File: src/rtl/fifo_pkg.sv
// Shared constants for the synchronous FIFO slice.
//   DEF_WIDTH / DEF_DEPTH : default data width and entry count.
//   ptr_w(depth)          : pointer width, one extra MSB beyond the address
//                           so that full and empty can be told apart.
package fifo_pkg;

  localparam int DEF_WIDTH = 8;
  localparam int DEF_DEPTH = 8;

  function automatic int ptr_w(input int depth);
    return $clog2(depth) + 1;
  endfunction

endpackage

File: src/rtl/synchronous_fifo_if.sv
// Handshake bundle between a FIFO user (master) and the FIFO (slave).
//   cs, wr_enb, rd_enb, data_in : driven by the master
//   data_out, full, empty       : driven by the FIFO
interface synchronous_fifo_if #(
  parameter int WIDTH = fifo_pkg::DEF_WIDTH
);

  logic             cs;
  logic             wr_enb;
  logic             rd_enb;
  logic [WIDTH-1:0] data_in;
  logic [WIDTH-1:0] data_out;
  logic             full;
  logic             empty;

  modport master (
    output cs, wr_enb, rd_enb, data_in,
    input  data_out, full, empty
  );

  modport slave (
    input  cs, wr_enb, rd_enb, data_in,
    output data_out, full, empty
  );

endinterface

File: src/rtl/fifo_mem.sv
// DEPTH x WIDTH storage with one synchronous write port and one synchronous
// read port. The read port register is the FIFO's data_out and is the only
// part cleared by reset; the array itself is never cleared.
//   clk, rst       : clock, synchronous active-high reset (read register only)
//   we, waddr, wdata : write port
//   re, raddr, rdata : read port, rdata registered and held when re = 0
module fifo_mem #(
  parameter int WIDTH = 8,
  parameter int DEPTH = 8,
  parameter int AW    = 3
) (
  input  logic             clk,
  input  logic             rst,
  input  logic             we,
  input  logic [AW-1:0]    waddr,
  input  logic [WIDTH-1:0] wdata,
  input  logic             re,
  input  logic [AW-1:0]    raddr,
  output logic [WIDTH-1:0] rdata
);

  logic [WIDTH-1:0] mem [DEPTH];

  always_ff @(posedge clk) begin
    if (we) begin
      mem[waddr] <= wdata;
    end
  end

  always_ff @(posedge clk) begin
    if (rst) begin
      rdata <= '0;
    end else if (re) begin
      rdata <= mem[raddr];
    end
  end

endmodule

File: src/rtl/synchronous_fifo.sv
// Single-clock FIFO with registered read data and no read-through bypass.
//   clk  : clock, all state updates on the rising edge
//   rst  : synchronous active-high reset; clears pointers and data_out
//   bus  : slave side of synchronous_fifo_if
//          cs gates everything; wr_enb/rd_enb request a write/read;
//          full/empty are combinational from the registered pointers.
// DEPTH must be a power of two, >= 2.
module synchronous_fifo
  import fifo_pkg::*;
#(
  parameter int WIDTH = DEF_WIDTH,
  parameter int DEPTH = DEF_DEPTH
) (
  input logic               clk,
  input logic               rst,
  synchronous_fifo_if.slave bus
);

  localparam int PW = ptr_w(DEPTH);
  localparam int AW = PW - 1;
  localparam logic [PW-1:0] PTR_ONE = {{(PW-1){1'b0}}, 1'b1};

  logic [PW-1:0] wr_ptr;
  logic [PW-1:0] rd_ptr;
  logic          full;
  logic          empty;
  logic          wr_acc;
  logic          rd_acc;

  // Extra pointer MSB distinguishes a full wrap from an empty FIFO.
  assign empty = (wr_ptr == rd_ptr);
  assign full  = (wr_ptr[PW-1] != rd_ptr[PW-1]) &&
                 (wr_ptr[AW-1:0] == rd_ptr[AW-1:0]);

  assign wr_acc = bus.cs && bus.wr_enb && !full;
  assign rd_acc = bus.cs && bus.rd_enb && !empty;

  assign bus.full  = full;
  assign bus.empty = empty;

  always_ff @(posedge clk) begin
    if (rst) begin
      wr_ptr <= '0;
      rd_ptr <= '0;
    end else begin
      if (wr_acc) begin
        wr_ptr <= wr_ptr + PTR_ONE;
      end
      if (rd_acc) begin
        rd_ptr <= rd_ptr + PTR_ONE;
      end
    end
  end

  // Reset wins over a concurrent write so the array is left untouched.
  fifo_mem #(
    .WIDTH (WIDTH),
    .DEPTH (DEPTH),
    .AW    (AW)
  ) u_mem (
    .clk   (clk),
    .rst   (rst),
    .we    (wr_acc && !rst),
    .waddr (wr_ptr[AW-1:0]),
    .wdata (bus.data_in),
    .re    (rd_acc),
    .raddr (rd_ptr[AW-1:0]),
    .rdata (bus.data_out)
  );

endmodule

File: src/flat_wrapper.sv
// flat-port wrapper written by rule: the top's interface ports become plain ports
module synchronous_fifo_flat import fifo_pkg::*;
#(
  parameter int WIDTH = DEF_WIDTH,
  parameter int DEPTH = DEF_DEPTH
)
  (clk, rst, bus_cs, bus_wr_enb, bus_rd_enb, bus_data_in, bus_data_out, bus_full, bus_empty);
  synchronous_fifo_if #(.WIDTH(WIDTH)) bus_i ();
  input logic clk;
  input logic rst;
  input wire logic [$bits(bus_i.cs)-1:0] bus_cs;
  input wire logic [$bits(bus_i.wr_enb)-1:0] bus_wr_enb;
  input wire logic [$bits(bus_i.rd_enb)-1:0] bus_rd_enb;
  input wire logic [$bits(bus_i.data_in)-1:0] bus_data_in;
  output wire logic [$bits(bus_i.data_out)-1:0] bus_data_out;
  output wire logic [$bits(bus_i.full)-1:0] bus_full;
  output wire logic [$bits(bus_i.empty)-1:0] bus_empty;
  assign bus_i.cs = bus_cs;
  assign bus_i.wr_enb = bus_wr_enb;
  assign bus_i.rd_enb = bus_rd_enb;
  assign bus_i.data_in = bus_data_in;
  assign bus_data_out = bus_i.data_out;
  assign bus_full = bus_i.full;
  assign bus_empty = bus_i.empty;
  synchronous_fifo #(.WIDTH(WIDTH), .DEPTH(DEPTH)) u_core (.clk(clk), .rst(rst), .bus(bus_i));
endmodule
File: config.mk
export PLATFORM = sky130hd
export DESIGN_NAME = synchronous_fifo_flat
export DESIGN_NICKNAME = d
export VERILOG_FILES = /design/src/rtl/fifo_pkg.sv /design/src/rtl/synchronous_fifo_if.sv /design/src/rtl/fifo_mem.sv /design/src/rtl/synchronous_fifo.sv /design/src/flat_wrapper.sv
export SDC_FILE = /design/constraint.sdc
export NUM_CORES = 1
export LEC_CHECK = 0
export CAP_MARGIN = 20
export CORE_MARGIN = 2
export CORE_UTILIZATION = 50
export CTS_BUF_LIST = sky130_fd_sc_hd__clkbuf_4 sky130_fd_sc_hd__clkbuf_8 sky130_fd_sc_hd__clkbuf_16
export DETAILED_ROUTE_END_ITERATION = 7
export PLACE_DENSITY = 0.65
export SLEW_MARGIN = 10
export SYNTH_ARGS = -nofsm -noshare
export SYNTH_HDL_FRONTEND = slang
export SYNTH_SLANG_ARGS = --single-unit
File: constraint.sdc
create_clock -name clk -period 2.85 [get_ports clk]
set_input_delay 0.57 -clock clk [delete_from_list [all_inputs] [get_ports clk]]
set_output_delay 0.57 -clock clk [all_outputs]
set_load 0.02 [all_outputs]
==> impl_results.md <==
* Core Area at about 6400 µm²
* Warnings, synthesis at 0
* Reg2reg start: u_core.wr_ptr[0]$_SDFFE_PP0P_
* Die ar. at just over 7000 µm²
* Xor-xnor portion of the synthesized cell area at under 10%
* Power, Total at roughly 2.2 mW
* Hold slack at 514.4 ps
* Chip width at around 85 µm
* Clock skew at about 7.6 ps
* WHS Endpoint: u_core.u_mem.rdata[6]$_SDFFE_PP0P_
* PD cells at roughly 580 nW/µm²
* Max Slew Vio Count at 0
* Type of destination of the critical path: primary output
* Largest family of logic cells by synthesized area: multiplexers
* Iter 0 DRT Violations at ~150
* Final GP Congestion at between 0.7 and 0.8
* Worst skew pair latency at roughly 340 ps
* Top post-synthesis cells by count: edfxtp_1 (64), dfxtp_1 (16), mux4_2 (16)
* Outcome: complete, no violations
* Total iterations of the first detailed-routing run at 4
* Rows at 29
* Slew @ Worst Pin at between 500 and 600 ps
* Worst-path cell chain: xnor2_2 -> nand2_1 -> nor3_1 -> clkdlybuf4s50_1
* Total CTS buffers at 9
* Most frequent cell after synthesis: edfxtp_1
* Post-CTS Hold Fix Bufs at 0
* WL per Instance at ~19 µm
* Routed Antenna Nets at 0
* Final instance area at a little under 4000 µm²
* Slew HR at 65.26%
* Max Clock Freq at about 380 MHz
* Worst path max stage delay at approximately 630 ps
* RSZ-0062 raised after global routing: false
* Synth Area in Simple Gates at under 10%
* Post-synth cell types at 28
* Largest net degree at the start of global routing at 20
* Final Cycle Share at between 90% and 100%
* Ys flop type: edfxtp_1
* WS Path Type: reg2out
* Post-CTS Setup Inserts at 0
* First-pass GRT wire length at just over 9000 µm
* Post-synthesis sequential area ratio at 67.85%
* Non-Filler Instances at 304
* PortBufs at 22
* Worst reg2reg path depth at 4
* GR Overflow Total at 0
* Flop2flop setup slack at ~800 ps
* Fraction of registers with async set/reset at 0%
* Clock slew at reported path FFs at 80 ps
* Final wirelength at 5781 µm
* Largest cells by area after synthesis: edfxtp_1 (58%), mux4_2 (11%), dfxtp_1 (9.7%)
* Overall routing resource usage at between 15 and 20%
* Adder-cell share of the synthesized area at less than 1%
* Post-CTS sizing at 0
* Post-Syn Instances at between 150 and 200
* Critical path fanouts, max at 7
* Peak supply drop at just under 0.4 mV
* Crit path time final at 2627 ps
* H-tree levels at 3
* Post-synth EDFFs at 64
* Placed cells at ~290
* Pre-CTS WS at roughly 440 ps
* CTS Root Cell: clkbuf_8
* Crit path DAT at 2060 ps
* Reg2reg end: u_core.u_mem.mem[5][6]$_DFFE_PP_
* Hold path cells at 2
* Synthesized Nets at between 150 and 200
* Clk sinks at 80
* Max cap viols at 0
* Number of global-route vias before repair at roughly 1800
* Post-DP Area at around 3700 µm²
* Routed vias at about 1700
* Worst min-delay path category: reg2reg
* # diodes at 0
* Slowest stage cell, crit path: clkdlybuf4s50_1
* Initial Utilization at between 50% and 60%
* Ratio of cells with drive above 1 in the final layout at slightly below 30%
* Leakage at between 1 and 1.5 nW
* Setup tns final at 0 ps
* Crit start category: register
* IO Pins at 23
* Layout Utilization at between 60% and 70%
* Clk buf depth at 2
* Hpwl dp at between 3000 and 4000 µm
* Top-area cell type share of the netlist area at approximately 58%
* Hold_sp: u_core.u_mem.rdata[6]$_SDFFE_PP0P_
* Setup ws final at between 200 and 250 ps
* Final setup fails at 0
* Flops & latches, synth at 80
* Hold Vio Cnt, Final at 0
* Initial antenna violation count at 0
* Worst EP required at roughly 2300 ps
* Synth Area in Compound Gates at 6.361%
* Synthesized cell area at 3304 µm²
* DIE HEIGHT at approximately 85 µm
* CTS tree: done
* DRC Markers at 0
* Proportion of synthesized area in mux cells at 13.93%
* Avg Inst Size Synth at 17.96 µm²
* Net count, final at ~240
* Synth area leader: edfxtp_1
* P&R area growth vs syn at 16.89%
* Vias per cell at around 5.6
cells in the final DEF, fill, tap and decap left out, drive strengths merged:
cell type,n
clkbuf,12
clkinvlp,1
xor2,2
o21ai,1
buf,15
a41oi,2
nor3,4
nor2,14
and4b,1
a21o,4
ha,2
nand2b,1
a211oi,8
clkinv,2
edfxtp,64
clkdlybuf4s50,22
nand2,4
a21oi,4
nand3,6
mux4,16
bufinv,1
and3,4
dfxtp,16
xnor2,5
and2b,1
nor3b,1
mux2i,10
inv,4
cell families after synthesis:
| logic type | after synthesis |
|---|---|
| AOI/OAI and AO/OA | 19 |
| xor gates and xnor gates | 7 |
| buffers and inverters | 14 |
| adders and majority gates | 2 |
| muxes | 26 |
| DFF | 80 |
| and+or+nand+nor | 36 |
sequential cells by signal (all words and copies together), names as in the netlist:
name and flops:
u_core.u_mem.mem 64, u_core.u_mem.rdata 8, u_core.rd_ptr 4, u_core.wr_ptr 4
report_power, final:
part | total, mW | switching [mW] | internal (mW)
combinational | 0.147 | 0.0774 | 0.0700
clock | 0.807 | 0.364 | 0.442
sequential | 1.29 | 0.0132 | 1.27
area by class of cell:
cell class                 instances  area, µm²
fill                             474       2524
sequential                        80       2242
multi-input combinational         90      978.4
timing repair buffer              37      332.8
clock buffer                      12      152.6
tap                               77      96.34
clock inverter                     4      45.04
inverter                           4      15.01
critical path: cells and delay by family, from the launching register on:
family                    cells  cell delay (ps)
DFF                           1              400
and+or+nand+nor               2              340
buffers and inverters         1              630
xor gates and xnor gates      1              350
worst max path at each step:
stage | end | start | slack (ps)
floorplan | u_core.u_mem.mem[2][0]$_DFFE_PP_ | u_core.wr_ptr[0]$_SDFFE_PP0P_ | 760
global placement | u_core.u_mem.mem[5][4]$_DFFE_PP_ | bus_cs | 490
detailed placement | u_core.u_mem.mem[5][1]$_DFFE_PP_ | bus_cs | 440
CTS | bus_full | u_core.wr_ptr[2]$_SDFFE_PP0P_ | 210
global route | bus_full | u_core.wr_ptr[2]$_SDFFE_PP0P_ | 150
finish | bus_full | u_core.wr_ptr[2]$_SDFFE_PP0P_ | 220
routing by layer:
layer / vias to the layer above / share of wire, % / track usage, %
li1: 797 / - / -
met1: 876 / 42 / 22.06
met2: 36 / 52 / 29.33
met3: 7 / 4.4 / 5.545
met4: 0 / 1.4 / 6.205
met5: - / 0 / 0
Power figures use the tool's default switching activity.
